$ cat config.mk
export PLATFORM = sky130hd
export DESIGN_NAME = atm_client_sequencer
export DESIGN_NICKNAME = d
export VERILOG_FILES = /design/src/rtl/atm_client_sequencer.sv
export SDC_FILE = /design/constraint.sdc
export NUM_CORES = 1
export LEC_CHECK = 0
export ABC_AREA = 1
export ABC_CLOCK_PERIOD_IN_PS = 5400
export CELL_PAD_IN_SITES_DETAIL_PLACEMENT = 1
export CELL_PAD_IN_SITES_GLOBAL_PLACEMENT = 1
export CORE_MARGIN = 2
export CORE_UTILIZATION = 33
export DETAILED_ROUTE_END_ITERATION = 16
export PLACE_DENSITY_LB_ADDON = 0.1
export SLEW_MARGIN = 20
export SYNTH_ARGS = -nofsm -noshare
export SYNTH_HDL_FRONTEND = slang
export SYNTH_SLANG_ARGS = --single-unit
$ cat constraint.sdc
create_clock -name clk -period 5.4 [get_ports clk]
set_input_delay 1.08 -clock clk [delete_from_list [all_inputs] [get_ports clk]]
set_output_delay 1.08 -clock clk [all_outputs]
set_load 0.01 [all_outputs]
$ cat src/rtl/atm_client_sequencer.sv
// Host-side sequencer that walks an ATM controller through one transaction
// (authenticate, select operation, complete) and holds the result until the host takes it.
module atm_client_sequencer #(
    parameter int unsigned TIMEOUT_CYCLES = 64,
    parameter logic [3:0]  IDLE_ACC       = 4'hF,
    parameter logic        LANG           = 1'b0
) (
    input  logic        clk,
    input  logic        rst,
    input  logic        req_valid,
    output logic        req_ready,
    input  logic [2:0]  req_op,
    input  logic [3:0]  req_acc,
    input  logic [13:0] req_pin,
    input  logic [13:0] req_new_pin,
    input  logic [15:0] req_amount,
    output logic        rsp_valid,
    input  logic        rsp_ready,
    output logic [1:0]  rsp_status,
    output logic        rsp_success,
    output logic [31:0] rsp_balance,
    output logic [15:0] txn_count,
    output logic [3:0]  acc_num,
    output logic [13:0] pin,
    output logic [13:0] newPin,
    output logic [15:0] amount,
    output logic [2:0]  operation,
    output logic        language,
    input  logic [2:0]  atm_state,
    input  logic        atm_success,
    input  logic [31:0] atm_balance
);

    localparam logic [2:0] AtmWaiting = 3'd0;
    localparam logic [2:0] AtmAuth    = 3'd1;
    localparam logic [2:0] AtmMenu    = 3'd2;

    localparam logic [1:0] StatusOk       = 2'd0;
    localparam logic [1:0] StatusAuthFail = 2'd1;
    localparam logic [1:0] StatusTimeout  = 2'd2;
    localparam logic [1:0] StatusBadOp    = 2'd3;

    localparam logic [7:0] TimeoutLim = TIMEOUT_CYCLES[7:0];

    typedef enum logic [2:0] {
        S_IDLE,
        S_AUTH,
        S_MENU,
        S_OP,
        S_DONE,
        S_RESP
    } state_e;

    state_e      state_q, state_d;
    logic [7:0]  timer_q, timer_d;
    logic        seen_auth_q, seen_auth_d;
    logic [3:0]  acc_q, acc_d;
    logic [13:0] pin_q, pin_d;
    logic [13:0] new_pin_q, new_pin_d;
    logic [15:0] amount_q, amount_d;
    logic [2:0]  op_q, op_d;
    logic [1:0]  status_q, status_d;
    logic        success_q, success_d;
    logic [31:0] balance_q, balance_d;
    logic [15:0] txn_count_q, txn_count_d;

    logic [7:0] timer_inc;
    logic       timeout;
    logic       waiting;
    logic       op_valid;

    assign timer_inc = timer_q + 8'd1;
    // The phase ends on the cycle its count reaches the limit, so a phase lasts at most
    // TIMEOUT_CYCLES cycles; a real ATM transition in that same cycle still wins.
    assign timeout   = (timer_inc == TimeoutLim);
    assign waiting   = (state_q == S_AUTH) || (state_q == S_MENU) || (state_q == S_OP);
    assign op_valid  = (req_op >= 3'd3) && (req_op <= 3'd6);

    always_comb begin
        state_d     = state_q;
        timer_d     = '0;
        seen_auth_d = seen_auth_q;
        acc_d       = acc_q;
        pin_d       = pin_q;
        new_pin_d   = new_pin_q;
        amount_d    = amount_q;
        op_d        = op_q;
        status_d    = status_q;
        success_d   = success_q;
        balance_d   = balance_q;
        txn_count_d = txn_count_q;

        case (state_q)
            S_IDLE: begin
                if (req_valid) begin
                    acc_d       = req_acc;
                    pin_d       = req_pin;
                    new_pin_d   = req_new_pin;
                    amount_d    = req_amount;
                    op_d        = req_op;
                    seen_auth_d = 1'b0;
                    if (op_valid) begin
                        state_d = S_AUTH;
                    end else begin
                        state_d   = S_RESP;
                        status_d  = StatusBadOp;
                        success_d = 1'b0;
                        balance_d = '0;
                    end
                end
            end
            S_AUTH: begin
                if (atm_state == AtmAuth) begin
                    seen_auth_d = 1'b1;
                end
                if (atm_state == AtmMenu) begin
                    state_d = S_MENU;
                end else if (atm_state == AtmWaiting && seen_auth_q) begin
                    state_d   = S_RESP;
                    status_d  = StatusAuthFail;
                    success_d = 1'b0;
                    balance_d = atm_balance;
                end else if (timeout) begin
                    state_d   = S_RESP;
                    status_d  = StatusTimeout;
                    success_d = 1'b0;
                    balance_d = '0;
                end
            end
            S_MENU: begin
                if (atm_state == op_q) begin
                    state_d = S_OP;
                end else if (timeout) begin
                    state_d   = S_RESP;
                    status_d  = StatusTimeout;
                    success_d = 1'b0;
                    balance_d = '0;
                end
            end
            S_OP: begin
                if (atm_state == AtmWaiting) begin
                    state_d = S_DONE;
                end else if (timeout) begin
                    state_d   = S_RESP;
                    status_d  = StatusTimeout;
                    success_d = 1'b0;
                    balance_d = '0;
                end
            end
            S_DONE: begin
                state_d   = S_RESP;
                status_d  = StatusOk;
                success_d = atm_success;
                balance_d = atm_balance;
            end
            S_RESP: begin
                if (rsp_ready) begin
                    state_d     = S_IDLE;
                    txn_count_d = txn_count_q + 16'd1;
                end
            end
            default: state_d = S_IDLE;
        endcase

        if (waiting && (state_d == state_q)) begin
            timer_d = timer_inc;
        end
    end

    always_ff @(posedge clk) begin
        if (rst) begin
            state_q     <= S_IDLE;
            timer_q     <= '0;
            seen_auth_q <= 1'b0;
            acc_q       <= '0;
            pin_q       <= '0;
            new_pin_q   <= '0;
            amount_q    <= '0;
            op_q        <= '0;
            status_q    <= '0;
            success_q   <= 1'b0;
            balance_q   <= '0;
            txn_count_q <= '0;
        end else begin
            state_q     <= state_d;
            timer_q     <= timer_d;
            seen_auth_q <= seen_auth_d;
            acc_q       <= acc_d;
            pin_q       <= pin_d;
            new_pin_q   <= new_pin_d;
            amount_q    <= amount_d;
            op_q        <= op_d;
            status_q    <= status_d;
            success_q   <= success_d;
            balance_q   <= balance_d;
            txn_count_q <= txn_count_d;
        end
    end

    assign req_ready   = (state_q == S_IDLE);
    assign rsp_valid   = (state_q == S_RESP);
    assign rsp_status  = status_q;
    assign rsp_success = success_q;
    assign rsp_balance = balance_q;
    assign txn_count   = txn_count_q;
    assign language    = LANG;

    always_comb begin
        acc_num   = IDLE_ACC;
        pin       = '0;
        newPin    = '0;
        amount    = '0;
        operation = '0;
        if (waiting) begin
            acc_num = acc_q;
            pin     = pin_q;
            newPin  = new_pin_q;
            amount  = amount_q;
        end
        if (state_q == S_MENU || state_q == S_OP) begin
            operation = op_q;
        end
    end

endmodule
== Yosys cells after proc, flatten, opt, wreduce, memory -nomap -nowiden ==
Index checks and enable logic that the tools add are counted.

* Bits in registers: 114
* Memories: 0
* Bits in writable memories: 0
* Bits in latches: 0
* Memory bits (read-only): 0
* Logic and storage cells: 89
* Bits of input ports: 91

* $lt $le $gt $ge: 2
* Multiply operators: 0
* Reduce and logical (&&, ||, !) cells: 15
* Bitwise operators: 1
* Equality and inequality tests: 16
* Muxes and demuxes: 41
* Shift operators: 0
* $add $sub $neg: 2
* Divide/modulo/power cells: 0

{| class="wikitable"
|+ Operators with widths
! operator !! number
|-
| 32-bit two-way mux || 7
|-
| 32-bit case mux with 5 select lines || 1
|-
| 14-bit two-way mux || 2
|-
| 3-bit two-way mux || 9
|-
| 3-bit case mux with 6 select lines || 1
|-
| 16-bit by 1-bit adder with 16-bit output, second input constant || 1
|-
| 16-bit two-way mux || 1
|-
| 2-bit two-way mux || 7
|-
| 2-bit inequality test, second input constant || 5
|-
| 2-bit case mux with 5 select lines || 1
|-
| 3-bit by 2-bit == test with 1-bit output, second input constant || 3
|-
| 1-bit two-way mux || 9
|-
| 8-bit by 1-bit adder with 8-bit output, second input constant || 1
|-
| 8-bit by 7-bit == test with 1-bit output, second input constant || 1
|-
| 3-bit by 1-bit == test with 1-bit output, second input constant || 2
|-
| 3-bit == test || 2
|-
| 3-bit == test, second input constant || 2
|-
| 3-bit logical NOT || 2
|-
| 6-bit AND reduction || 1
|-
| 1-bit case mux with 5 select lines || 1
|-
| 5-bit nonzero test || 1
|-
| 4-bit two-way mux || 1
|-
| 2-bit AND reduction || 2
|-
| 3-bit by 2-bit greater-or-equal comparator with 1-bit output, second input constant || 1
|-
| 9 further kinds || 13
|}

== Logic depth before layout (Yosys ltp) ==
* Depth in word-level cells: 10
* Depth in mapped cells: 13
* Depth with buffers taken out: 13

== Worst setup path before layout ==
OpenSTA, ideal clock, no wires.

* Path kind: register to output
* Start: register state_q[0]
* End: output port amount[10]
* Setup slack: 3.070 ns
* Stages on the path, launching flop included: 6
* Arrival: 1.250 ns
* Required time: 4.320 ns
* Cell sequence: dfxtp_1 > nor2_1 > nor2_1 > inv_2 > clkbuf_1 > nor2_1

* Cells in the longest elaborated chain, start to end: 4
* Elaborated cells between the ends (all ways): 6
* Classes of those cells: eq/ne: 3; mux: 1; reduce/logical: 2

{| class="wikitable"
|+ RTL lines
! what !! line !! text
|-
| start: declaration || 54 || <nowiki>state_e state_q, state_d;</nowiki>
|-
| start signal: assignment || 185 || <nowiki>state_q <= state_d;</nowiki>
|-
| 3-bit by 1-bit == test with 1-bit output or 3-bit by 2-bit == test with 1-bit output (tied branches) || 76 || <nowiki>assign waiting = (state_q == S_AUTH) || (state_q == S_MENU) || (state_q == S_OP);</nowiki>
|-
| 1-bit logical OR || 76 ||
|-
| 1-bit logical OR * || 76 ||
|-
| 16-bit two-way mux * || 214 || <nowiki>if (waiting) begin</nowiki>
|-
| end: declaration || 26 || <nowiki>output logic [15:0] amount,</nowiki>
|}

Mark *: on every way between the ends. The rest lies on a longest branch, timed or not.

== Worst setup path after layout ==
* Start: register state_q[0]
* End: output port pin[0]

* Cells in the longest elaborated chain, start to end: 4
* Elaborated cells between the ends (all ways): 6
* Classes of those cells: eq/ne: 3; mux: 1; reduce/logical: 2

{| class="wikitable"
|+ RTL lines
! what !! line !! text
|-
| 3-bit by 1-bit == test with 1-bit output or 3-bit by 2-bit == test with 1-bit output (tied branches) || 76 ||
|-
| 1-bit logical OR || 76 ||
|-
| 1-bit logical OR * || 76 ||
|-
| 14-bit two-way mux * || 214 ||
|-
| end: declaration || 24 || <nowiki>output logic [13:0] pin,</nowiki>
|}

Marked as above.

==> key figures <==
Placed design
  – I/O Buffers: 194
  – Placed cell area: 0.007137 mm²
  – Placed wire-length estimate: 11.78 mm
  – RePlAce Congestion: 0.8474

Floorplan
  – Die Y: 128.8 µm
  – Die X: 128.8 µm
  – Initial Utilization: 33.79%
  – Row cnt: 45
  – Core box area: 0.01520 mm²
  – Top Ports: 196
  – Die area: 0.01658 mm²

Pwr
  – Clock power frac: 44.0%
  – Internal power: 0.002179 W
  – Pwr dens: 388.1 mW/mm²
  – Static leakage: 2.922 nW
  – Maximum vdd drop: 0.2537 mV
  – Seq pwr share: 32.2%
  – Switching Fraction: 28.42%
  – Sw power: 0.0008654 W
  – Gate power share: 23.8%

Cells and area
  – Final non-filler cell area: 0.007846 mm²
  – Fill count: 1830
  – Register area: 0.002282 mm²
  – Share of layout cells above drive strength 1: 8.562%
  – Area growth, synth to finish: 52.73%
  – Multi-input logic area: 0.002298 mm²
  – # nets final: 956
  – ANT cells: 0
  – Commonest non-fill, non-tap cell in the layout: clkdlybuf4s50_1
  – Most frequent cells in the layout: clkdlybuf4s50_1 (194), dfxtp_1 (114), a21oi_1 (101), nand2_1 (89), inv_1 (89)

Routing
  – WL/cell: 15.42 µm
  – Via count: 5217
  – Via density: 4.903
  – Drt first pass iters: 5
  – DRC viols: 0
  – Detailed Route WL: 16.40 mm
  – DRT iter0 DRCs: 208
  – Routed Antenna Nets: 0

Min path
  – Hold depth: 2
  – HP Class: reg2reg
  – Hold_sp: rsp_status[1]$_SDFFE_PP0P_
  – Hold Path Sink: rsp_status[1]$_SDFFE_PP0P_

Yosys
  – Seq cells post-synth: 114
  – Mapped Area: 0.005137 mm²
  – Most used DFF post-synth: dfxtp_1
  – Post-synth net total: 779
  – Number of synthesized flops with an enable pin: 0
  – Area leader, netlist: dfxtp_1
  – Synth unique cells: 39
  – Top cells by area, synth: dfxtp_1 (44%), a21oi_1 (9.8%), inv_1 (6.5%), nand2_1 (6.5%), nor2_1 (5.8%)
  – Synthesis Warnings: 0
  – Top-area cell type share of the netlist area: 44.42%
  – Syn avg cell area: 7.489 µm²
  – Asr flop ratio synth: 0%
  – Post-synthesis sequential area ratio: 44.42%
  – Syn Inst Count: 686

Setup path
  – Most frequent CP cell: nor2_1
  – Crit. End Element: output port
  – R2R setup slack: 2950 ps
  – Critical-path cell list: nor2_1 > nor2_1 > inv_2 > nor2_1 > clkdlybuf4s50_1
  – RR Startpoint: state_q[0]$_SDFF_PP0_
  – Largest fanout on the critical path: 45
  – RR Endpoint: timer_q[2]$_SDFF_PP0_
  – Peak per-stage delay on the critical path: 570 ps
  – Worst reg-to-reg path cell count: 12
  – Critical path type: reg2out
  – Arr. time, crit path: 2750 ps
  – Req. time, crit path: 4320 ps
  – Startpoint types: flip-flop
  – Slowest cell on the critical path: clkdlybuf4s50_1

STA
  – Final critical-path share of the clock period: 70.98%
  – Relative slew slack: 33.37%
  – Final Max Tran Viols: 0
  – Setup Skew: 7.128 ps
  – TNS Setup: 0 ps
  – Setup violations, final: 0
  – Fmax: 260.9 MHz
  – RSZ-0062 raised after global routing: false
  – Worst-Margin Slew: 998.4 ps
  – Minimum clock period: 3833 ps
  – Final Hold Fails: 0

Clock network
  – CTS tree: done
  – CTS resizes: 0
  – Clock transition at path regs: 50 ps
  – H-tree levels: 4
  – TritonCTS buffer count: 17
  – Clock Path Buffers: 2
  – Clock Latency Late Sink: 420 ps
  – CTS Hold Buffers Added: 0
  – Clock sink count: 114
  – Postcts setup bufs: 0
  – CTS Root Cell: clkbuf_16

GRT
  – Overall Global Routing Usage: 20.22%
  – Pin count of the biggest net entering global routing: 106
  – GRT overflow: 0
  – Vias in the first global route: 5415
  – First-pass GRT wire length: 26.49 mm
  – Antenna violations before repair: 0

Flow run
  – Max-Cap Viols: 0

Outcome
  – Status: finished clean
## state kept, by name, indices dropped and copies added, names as in the netlist
| signal | flops |
|---|---|
| acc_q | 4 |
| rsp_status | 2 |
| timer_q | 8 |
| pin_q | 14 |
| new_pin_q | 14 |
| rsp_success | 1 |
| state_q | 3 |
| op_q | 3 |
| amount_q | 16 |
| txn_count | 16 |
| rsp_balance | 32 |
| seen_auth_q | 1 |
## metrics by stage
stage	setup slack [ps]	std cells	utilization (%)	power, W	hold slack [ps]
2_1_floorplan	3070	686	-	0.001448	429.7
3_5_place_dp	1937	1032	46.95	0.001726	444.6
3_3_place_gp	1884	1032	46.95	0.001702	440.9
4_1_cts	1472	1064	51.61	0.003083	452.8
5_1_grt	1308	1064	51.61	0.003201	473.9
6_report	1567	1064	51.61	0.003045	450.5
## per-layer routing
layer  GRT usage, %  share of wire (%)  vias up
met1          24.04                 43     2455
li1               -                  -     2602
met5              0                  0        -
met4          7.864                1.9        0
met2          34.42                 49      133
met3          5.946                6.0       27
## worst max-delay path: cells and delay by family, from the launching register on
| family | cells | cell delay [ps] |
|---|---|---|
| buf+inv | 2 | 1040 |
| flops | 1 | 480 |
| simple gates | 3 | 820 |
## cells in the mapped netlist (all sizes together), types with 5 or more instances
| cell | instances |
|---|---|
| dfxtp | 114 |
| nand4 | 10 |
| xnor2 | 5 |
| a21oi | 102 |
| nand2 | 94 |
| buf | 11 |
| nand3 | 21 |
| o21ai | 61 |
| nor2 | 88 |
| nor3 | 5 |
| o211ai | 33 |
| clkbuf | 28 |
| inv | 95 |
## worst max-delay path by stage
stage,slack (ps),to,startpoint
finish,1570,pin[0],state_q[0]$_SDFF_PP0_
global route,1310,pin[12],state_q[0]$_SDFF_PP0_
CTS,1470,pin[12],state_q[0]$_SDFF_PP0_
detailed placement,1940,rsp_balance[16]$_SDFFE_PP0P_,atm_state[1]
global placement,1880,pin[7],state_q[0]$_SDFF_PP0_
floorplan,3070,amount[10],state_q[0]$_SDFF_PP0_
## layout make-up
cell class / count / area share (%)
clock inverter: 10 / 2.870
timing repair buffer: 197 / 25.04
tap: 188 / 2.998
clock buffer: 22 / 6.171
multi-input combinational: 438 / 29.29
sequential: 114 / 29.09
inverter: 95 / 4.545
## power groups by stage
stage | combinational, W | sequential [W] | clock [W]
floorplan | 0.000448 | 0.00100 | 0
global placement | 0.000708 | 0.000994 | 0
detailed placement | 0.000728 | 0.000998 | 0
CTS | 0.000732 | 0.000981 | 0.00137
global route | 0.000801 | 0.000992 | 0.00141
finish | 0.000723 | 0.000980 | 0.00134
## cells by family (layout without fill, tap and decap cells)
family / after synthesis / after routing / share of synthesized area, %
AOI/OAI and AO/OA: 204 / 204 / 23.21
xor gates and xnor gates: 7 / 7 / 1.193
adders and majority gates: 2 / 2 / 0.4870
buffers and inverters: 134 / 324 / 10.84
DFF: 114 / 114 / 44.42
other: 1 / 1 / 0.07299
and+or+nand+nor: 224 / 224 / 19.78
Note: power is estimated with default switching activity, not from simulation.
